`config.mk`:
```
export PLATFORM = sky130hd
export DESIGN_NAME = decode
export DESIGN_NICKNAME = d
export VERILOG_FILES = /design/src/rtl/decode.sv
export SDC_FILE = /design/constraint.sdc
export NUM_CORES = 2
export LEC_CHECK = 0
export BUFFER_PORTS_ARGS = -buffer_cell sky130_fd_sc_hd__buf_2
export CORE_AREA = 2 2 310 312
export CTS_BUF_LIST = sky130_fd_sc_hd__clkbuf_4 sky130_fd_sc_hd__clkbuf_8
export CTS_CLUSTER_DIAMETER = 60
export CTS_CLUSTER_SIZE = 25
export DETAILED_ROUTE_END_ITERATION = 6
export DIE_AREA = 0 0 312 314
export GPL_TIMING_DRIVEN = 1
export PLACE_DENSITY = 0.88
export SYNTH_ARGS = -nofsm -noshare
export SYNTH_HDL_FRONTEND = slang
export SYNTH_SLANG_ARGS = --single-unit
```
`constraint.sdc`:
```
create_clock -name clk -period 4.55 [get_ports clk]
set_input_delay 0.6825 -clock clk [delete_from_list [all_inputs] [get_ports clk]]
set_output_delay 0.6825 -clock clk [all_outputs]
set_load 0.01 [all_outputs]
```
`src/rtl/decode.sv`:
```
// Purpose: RV32I instruction-decode stage; decodes instrD, reads the 32x32 register file and latches the result into ID/EX.
// Latency: rs1D/rs2D are combinational; every *E output is valid one rising edge after instrD is presented.
// Backpressure: none inside the stage; stalls hold F/D upstream and execute gets a bubble through flushE.
//
// Ports:
//   clk, rst                    - clock, synchronous active-low reset
//   instrD, PCD, PCp4D          - IF/ID register contents
//   reg_writeW, rdW, resultW    - writeback port into the register file
//   flushE                      - loads a bubble into ID/EX
//   rs1D, rs2D                  - source register numbers for the hazard unit
//   *E                          - ID/EX register outputs feeding execute
module decode (
    input  logic        clk,
    input  logic        rst,
    input  logic [31:0] instrD,
    input  logic [31:0] PCD,
    input  logic [31:0] PCp4D,
    input  logic        reg_writeW,
    input  logic [4:0]  rdW,
    input  logic [31:0] resultW,
    input  logic        flushE,
    output logic [4:0]  rs1D,
    output logic [4:0]  rs2D,
    output logic        reg_writeE,
    output logic        mem_writeE,
    output logic        jumpE,
    output logic        branchE,
    output logic        alu_srcE,
    output logic [1:0]  result_srcE,
    output logic [2:0]  alu_controlE,
    output logic [31:0] rd1E,
    output logic [31:0] rd2E,
    output logic [31:0] imm_extE,
    output logic [31:0] PCE,
    output logic [31:0] PCp4E,
    output logic [4:0]  rs1E,
    output logic [4:0]  rs2E,
    output logic [4:0]  rdE,
    output logic        illegalE
);

    localparam logic [6:0] OP_LOAD   = 7'b0000011;
    localparam logic [6:0] OP_STORE  = 7'b0100011;
    localparam logic [6:0] OP_RTYPE  = 7'b0110011;
    localparam logic [6:0] OP_IALU   = 7'b0010011;
    localparam logic [6:0] OP_BRANCH = 7'b1100011;
    localparam logic [6:0] OP_JAL    = 7'b1101111;

    localparam logic [2:0] ALU_ADD = 3'b000;
    localparam logic [2:0] ALU_SUB = 3'b001;
    localparam logic [2:0] ALU_AND = 3'b010;
    localparam logic [2:0] ALU_OR  = 3'b011;
    localparam logic [2:0] ALU_SLT = 3'b101;

    logic [6:0] opcode;
    logic [2:0] funct3;
    logic [6:0] funct7;
    logic [4:0] rdD;

    assign opcode = instrD[6:0];
    assign funct3 = instrD[14:12];
    assign funct7 = instrD[31:25];
    assign rdD    = instrD[11:7];
    assign rs1D   = instrD[19:15];
    assign rs2D   = instrD[24:20];

    // Immediate candidates, all sign-extended from instr[31]
    logic [31:0] imm_i, imm_s, imm_b, imm_j;
    assign imm_i = {{20{instrD[31]}}, instrD[31:20]};
    assign imm_s = {{20{instrD[31]}}, instrD[31:25], instrD[11:7]};
    assign imm_b = {{20{instrD[31]}}, instrD[7], instrD[30:25], instrD[11:8], 1'b0};
    assign imm_j = {{12{instrD[31]}}, instrD[19:12], instrD[20], instrD[30:21], 1'b0};

    logic        reg_write_d, mem_write_d, jump_d, branch_d, alu_src_d, illegal_d;
    logic [1:0]  result_src_d;
    logic [2:0]  alu_control_d;
    logic [31:0] imm_d;

    // Immediate follows the opcode class even when funct fields make the
    // instruction illegal; control is only asserted for fully legal encodings.
    always_comb begin
        reg_write_d   = 1'b0;
        mem_write_d   = 1'b0;
        jump_d        = 1'b0;
        branch_d      = 1'b0;
        alu_src_d     = 1'b0;
        result_src_d  = 2'b00;
        alu_control_d = ALU_ADD;
        illegal_d     = 1'b0;
        imm_d         = 32'h0;
        case (opcode)
            OP_LOAD: begin
                imm_d = imm_i;
                if (funct3 == 3'b010) begin
                    reg_write_d  = 1'b1;
                    alu_src_d    = 1'b1;
                    result_src_d = 2'b01;
                end else begin
                    illegal_d = 1'b1;
                end
            end
            OP_STORE: begin
                imm_d = imm_s;
                if (funct3 == 3'b010) begin
                    mem_write_d = 1'b1;
                    alu_src_d   = 1'b1;
                end else begin
                    illegal_d = 1'b1;
                end
            end
            OP_RTYPE: begin
                reg_write_d = 1'b1;
                case ({funct7, funct3})
                    10'b0000000_000: alu_control_d = ALU_ADD;
                    10'b0100000_000: alu_control_d = ALU_SUB;
                    10'b0000000_111: alu_control_d = ALU_AND;
                    10'b0000000_110: alu_control_d = ALU_OR;
                    10'b0000000_010: alu_control_d = ALU_SLT;
                    default: begin
                        reg_write_d = 1'b0;
                        illegal_d   = 1'b1;
                    end
                endcase
            end
            OP_IALU: begin
                imm_d       = imm_i;
                reg_write_d = 1'b1;
                alu_src_d   = 1'b1;
                // funct7 is part of the immediate here, so addi never becomes sub
                case (funct3)
                    3'b000: alu_control_d = ALU_ADD;
                    3'b111: alu_control_d = ALU_AND;
                    3'b110: alu_control_d = ALU_OR;
                    3'b010: alu_control_d = ALU_SLT;
                    default: begin
                        reg_write_d = 1'b0;
                        alu_src_d   = 1'b0;
                        illegal_d   = 1'b1;
                    end
                endcase
            end
            OP_BRANCH: begin
                imm_d = imm_b;
                if (funct3 == 3'b000) begin
                    branch_d      = 1'b1;
                    alu_control_d = ALU_SUB;
                end else begin
                    illegal_d = 1'b1;
                end
            end
            OP_JAL: begin
                imm_d        = imm_j;
                jump_d       = 1'b1;
                reg_write_d  = 1'b1;
                result_src_d = 2'b10;
            end
            default: begin
                // all-zero word is the fetch bubble, not an illegal instruction
                illegal_d = (instrD != 32'h0);
            end
        endcase
    end

    // Register file; entry 0 is cleared by reset and never written
    logic [31:0] rf [32];
    logic        wb_en;
    logic [31:0] rd1_d, rd2_d;

    assign wb_en = reg_writeW && (rdW != 5'd0);

    always_ff @(posedge clk) begin
        if (!rst) begin
            for (int i = 0; i < 32; i++) begin
                rf[i] <= 32'h0;
            end
        end else if (wb_en) begin
            rf[rdW] <= resultW;
        end
    end

    // Write-through so a same-cycle writeback reaches ID/EX without a stall
    always_comb begin
        rd1_d = 32'h0;
        rd2_d = 32'h0;
        if (rs1D != 5'd0) begin
            rd1_d = (wb_en && rdW == rs1D) ? resultW : rf[rs1D];
        end
        if (rs2D != 5'd0) begin
            rd2_d = (wb_en && rdW == rs2D) ? resultW : rf[rs2D];
        end
    end

    // ID/EX register; reset and flush both load an all-zero bubble
    always_ff @(posedge clk) begin
        if (!rst || flushE) begin
            reg_writeE   <= 1'b0;
            mem_writeE   <= 1'b0;
            jumpE        <= 1'b0;
            branchE      <= 1'b0;
            alu_srcE     <= 1'b0;
            result_srcE  <= 2'b00;
            alu_controlE <= 3'b000;
            rd1E         <= 32'h0;
            rd2E         <= 32'h0;
            imm_extE     <= 32'h0;
            PCE          <= 32'h0;
            PCp4E        <= 32'h0;
            rs1E         <= 5'd0;
            rs2E         <= 5'd0;
            rdE          <= 5'd0;
            illegalE     <= 1'b0;
        end else begin
            reg_writeE   <= reg_write_d;
            mem_writeE   <= mem_write_d;
            jumpE        <= jump_d;
            branchE      <= branch_d;
            alu_srcE     <= alu_src_d;
            result_srcE  <= result_src_d;
            alu_controlE <= alu_control_d;
            rd1E         <= rd1_d;
            rd2E         <= rd2_d;
            imm_extE     <= imm_d;
            PCE          <= PCD;
            PCp4E        <= PCp4D;
            rs1E         <= rs1D;
            rs2E         <= rs2D;
            rdE          <= rdD;
            illegalE     <= illegal_d;
        end
    end

endmodule

```
# == Word-level counts from Yosys, hierarchy flattened ==
# Memory sizes are Yosys's and may differ from the RTL's. A register that Yosys moved wholly into a read port is not among the register bits.
# Cells that the tools add are included.
# classes
eq_ne,13
muxes,26
bitwise,4
n_reduce_logical,18
# ops
op,n
$pmux W32 S4,1
$mux W32,1
$reduce_bool A32 Y1,1
$reduce_or A32 Y1,1
$eq A10 B3 Y1 const B,2
$pmux W3 S3,2
$mux W1,16
$reduce_bool A5 Y1,3
$eq A7 B6 Y1 const B,2
$eq A7 B7 Y1 const B,2
$pmux W3 S4,1
$reduce_or A2 Y1,6
$eq A10 B2 Y1 const B,1
$eq A10 B9 Y1 const B,1
$logic_not A10 Y1,1
$eq A7 B2 Y1 const B,1
$eq A7 B5 Y1 const B,1
$eq A3 B3 Y1 const B,2
$mux W5,1
$pmux W1 S5,1
$reduce_or A5 Y1,1
$not A1 Y1,4
$pmux W1 S4,1
$pmux W2 S2,1
7 further kinds,7
# word_totals
reg_bits,122
ramBits,1024
inputBits,137
output_inout_bits,196
word_cells,76
memories,1
# mem_list
memory,depth,width,rd,rd_clocked_by_memory_dff,write_ports,line_no,text
rf,32,32,2,2,32,165,logic [31:0] rf [32];

# == Logic depth before layout (Yosys ltp) ==
# depth
ltp_word,7
ltp_mapped,10
mapped_depth_nobuf,5

# == Worst setup path before layout ==
# Ideal clock, no wire load.
# synth_timing
kind,input to register
from,input port rdW[0]
to,"memory rf[16][0], enable pin"
setup_time_ns,0.466
arrival_time_ns,3.534
required_ns,4.084
setup_slack_ns,0.551
stages,4
n_path_buf,2
path_cell_list,or2_1 -> buf_2 -> clkbuf_1 -> o21ai_0
# synth_lines
element,line_no,text
start: declaration,19,"input logic [4:0] rdW,"
end: declaration,165,

==> parameters.txt <==
Parameter                              Value

Synthesis
  Portion of synthesized cell area occupied by the leading cell type    51.2%
  Synth async-reset ratio    0%
  Post-synth EDFFs    1,024
  FF+latch count, synth    1,198
  Cell types occupying the most area after synthesis    sky130_fd_sc_hd__edfxtp_1 51%, sky130_fd_sc_hd__mux4_2 14%, sky130_fd_sc_hd__and2_1 11%
  Syn. warnings    0
  Post-Syn Area per Cell    14.0 sq um
  Post-synthesis instance area    60,100 sq um
  Library cells used by synthesis    54
  Cell count after synthesis    4,301
  Post-synth top flop    sky130_fd_sc_hd__edfxtp_1
  Top cell type by total area after synthesis    sky130_fd_sc_hd__edfxtp_1
  Share of the yosys chip area belonging to registers    57.0%

Detailed routing
  Remaining design rule violation count    0
  Wire length after detailed routing    187,000 um
  Via count normalized by instance count    7.11
  Highest Signal Layer    met5
  Avg WL per Cell    32.2 um
  WL met1    58,500 um
  Remaining number of nets flagged by the antenna check after routing    0
  Number of vias after detailed routing    41,200
  Metal2 WL    85,100 um
  Detailed route wirelength on metal3    27,100 um
  Initial drt markers    6,962
  Number of iterations in the first detailed-routing pass    6

Worst setup path
  Beginning of the critical path    rst
  Most common cell type on the critical path    sky130_fd_sc_hd__buf_4
  Kind of end point of the critical path    register
  Logic depth of the worst setup path including buffers    5
  Largest driver fanout on the critical path    23
  Sort of element at the start of the critical path    input pin
  Critical-path cell list    buf_4 -> and3_1 -> nand3b_1 -> o21ai_4 -> buf_4
  Critical path class    input pin to register
  Slack of the worst reg-to-reg path    2.42 ns
  Worst stage delay on the critical path    1.01 ns
  Capture point of the critical path    rf[22][26]
  Reg2reg end    rd2E[22]
  Critical path's slowest cell    sky130_fd_sc_hd__o21ai_4
  Crit path arrival time    3.21 ns
  Buffers and inverters on the worst path    2
  Required @ worst endpoint    5.08 ns
  Family of cells with the greatest summed delay on the critical path    compound AO/OA/AOI/OAI gates
  Cell depth of the worst flop-to-flop path    5
  RR Startpoint    rf[4][22]

Timing
  Tcrit/Tclk final    58.8%
  Final worst path period need    2.68 ns
  Relative max-transition margin    18.8%
  Achievable frequency    374 MHz
  Worst Setup Slack, final    1.87 ns
  Total of endpoints with negative setup slack in the final report    0
  Final setup TNS    0 ns
  Final Max Slew Viols    0
  Number of hold-slack violations in the final timing report    0
  Final setup skew    0.0486 ns
  Worst Max-Slew Pin Slew    1.22 ns
  RSZ-0062 raised after global routing    false

Clocking
  Maximum buffer depth of the clock tree    3
  Root Driver    sky130_fd_sc_hd__clkbuf_8
  Clock tree from TritonCTS    built
  Count of clock tree sinks    1,198
  Num CTS Buffers    91
  H-tree depth    3
  Latest clock arrival within the worst-skew pair    0.85 ns
  Resize count post-CTS    0
  CTS clk-pin slew, worst paths    0.11 ns
  Hold-fix buffers, CTS    0
  Number of setup buffers added after CTS    0

Layout
  Register cell area after layout    34,200 sq um
  Most common cell after layout, fill and taps aside    sky130_fd_sc_hd__and2_1
  Most frequent cells in the layout    1,080 x sky130_fd_sc_hd__and2_1, 1,024 x sky130_fd_sc_hd__edfxtp_1, 369 x sky130_fd_sc_hd__mux4_2
  Footprint of the multi-input gates    24,300 sq um
  Post-synthesis to final-layout area growth    8.94%
  Fill cells    6,126
  Layout net count    4,585
  Proportion of layout cells with a drive suffix above 1    26.3%
  Final Util    69.3%
  Cell area after layout    65,400 sq um
  Post-Layout Cell Count    5,800

Die
  Number of placement rows    113
  DIE WIDTH    312 um
  Initial Utilization    63.6%
  Y dimension of the die    314 um
  Standard cell core area    94,400 sq um
  I/O pins    333
  Die area    98,000 sq um

GRT
  Total global-route track usage    37.6%
  Antenna violations before repair    24
  Maximum number of pins on one net before global-route repair    65
  Overflow left after global routing    0
  Vias in the first global route    41,100
  First-pass GRT wire length    266,000 um

Hold path
  Worst hold-check path type    input pin to register
  Depth of the worst hold-timing path    2

Place
  Area after detailed placement    63,200 sq um
  Final Wtd Congestion    0.927
  DP Cell Count    5,620
  Detailed Place HPWL    115,000 um
  Dpl ws    1.14 ns
  Buffers on Ports    332

Power
  Max VDD drop    0.325 mV
  Power density of the placed cells    343 nW/um^2
  Leakage    0.0239 uW

Flow run
  Count of maximum capacitance violations    0

Outcome
  Status    finished, final reports clean
-- layer usage --
layer	track usage (%)	vias up
met5	0	-
met4	26.7	18
met3	10.8	918
met2	57.8	3896
met1	46.1	20000
li1	-	16300
-- metrics by stage --
| stage | hold WS, ns | total power, uW |
|---|---|---|
| 6_report | 0.0629 | 22500 |
| 5_1_grt | 0.0274 | 22900 |
| 4_1_cts | 0.0320 | 22300 |
| 3_5_place_dp | 0.820 | 15800 |
| 3_3_place_gp | 0.811 | 15700 |
| 2_1_floorplan | 0.752 | 14700 |
-- sequential cells by signal (all words and copies together) (netlist names) --
signal / flops
alu_controlE: 3
rdE: 5
illegalE: 1
result_srcE: 1
rd2E: 32
rs1E: 5
rd1E: 32
rs2E: 5
mem_writeE: 1
rf: 1024
branchE: 1
PCp4E: 32
reg_writeE: 1
PCE: 32
imm_extE: 21
alu_srcE: 1
jumpE: 1
-- worst min-delay path by stage --
stage | from | endpoint | slack (ns)
final | PCp4D[29] | PCp4E[29] | 0.06
after global routing | PCD[19] | PCE[19] | 0.03
after CTS | PCp4D[6] | PCp4E[6] | 0.03
after detailed placement | rf[0][15] | rd2E[15] | 0.82
after global placement | rf[1][15] | rd2E[15] | 0.81
after floorplan | instrD[12] | alu_controlE[0] | 0.75
-- synth_stat cells (6+ instances only) --
library cell,number
sky130_fd_sc_hd__a21oi_1,69
sky130_fd_sc_hd__and2_1,1080
sky130_fd_sc_hd__o221ai_1,68
sky130_fd_sc_hd__mux2i_1,285
sky130_fd_sc_hd__nand2_1,228
sky130_fd_sc_hd__buf_2,73
sky130_fd_sc_hd__a221o_1,10
sky130_fd_sc_hd__nor3_1,11
sky130_fd_sc_hd__mux4_2,369
sky130_fd_sc_hd__dfxtp_1,174
sky130_fd_sc_hd__a211oi_1,52
sky130_fd_sc_hd__buf_4,37
sky130_fd_sc_hd__a32o_1,64
sky130_fd_sc_hd__nor4_1,6
sky130_fd_sc_hd__buf_1,21
sky130_fd_sc_hd__clkbuf_1,307
sky130_fd_sc_hd__mux2_2,95
sky130_fd_sc_hd__o22ai_1,59
sky130_fd_sc_hd__buf_6,18
sky130_fd_sc_hd__nand3b_1,7
sky130_fd_sc_hd__nor2_1,79
sky130_fd_sc_hd__o21ai_0,52
sky130_fd_sc_hd__nand3_1,27
sky130_fd_sc_hd__edfxtp_1,1024
sky130_fd_sc_hd__a22oi_1,30
-- worst reg2reg max path, cell delays in order, from the launching register on --
cell,delay [ns]
sky130_fd_sc_hd__edfxtp_1,0.43
sky130_fd_sc_hd__mux4_2,0.49
sky130_fd_sc_hd__mux2_2,0.27
sky130_fd_sc_hd__a22oi_1,0.26
sky130_fd_sc_hd__nand2_1,0.25
sky130_fd_sc_hd__a32o_1,0.32
-- cells by family after synthesis --
logic type | count (synthesis) | synth area share (%)
AND/OR/NAND/NOR | 1464 | 13.9
buffers and inverters | 462 | 3.50
XOR/XNOR | 10 | 0.146
AO/OA/AOI/OAI | 417 | 5.05
other | 1 | 0.00624
flip-flops | 1198 | 57.0
multiplexers | 749 | 20.4
-- power by group --
group | internal [uW] | switching [uW]
clock network | 2480 | 4340
logic | 1140 | 1690
registers | 12500 | 341
-- layout make-up --
type	count	area share, %
Sequential cell	1198	52.3
Timing Repair Buffer	479	4.60
Clock buffer	100	2.07
Inverter	6	0.0344
Tap cell	1265	2.42
Multi-Input combinational cell	2672	37.2
Antenna cell	8	0.0306
Clock inverter	72	1.35
Power figures use the tool's default switching activity.
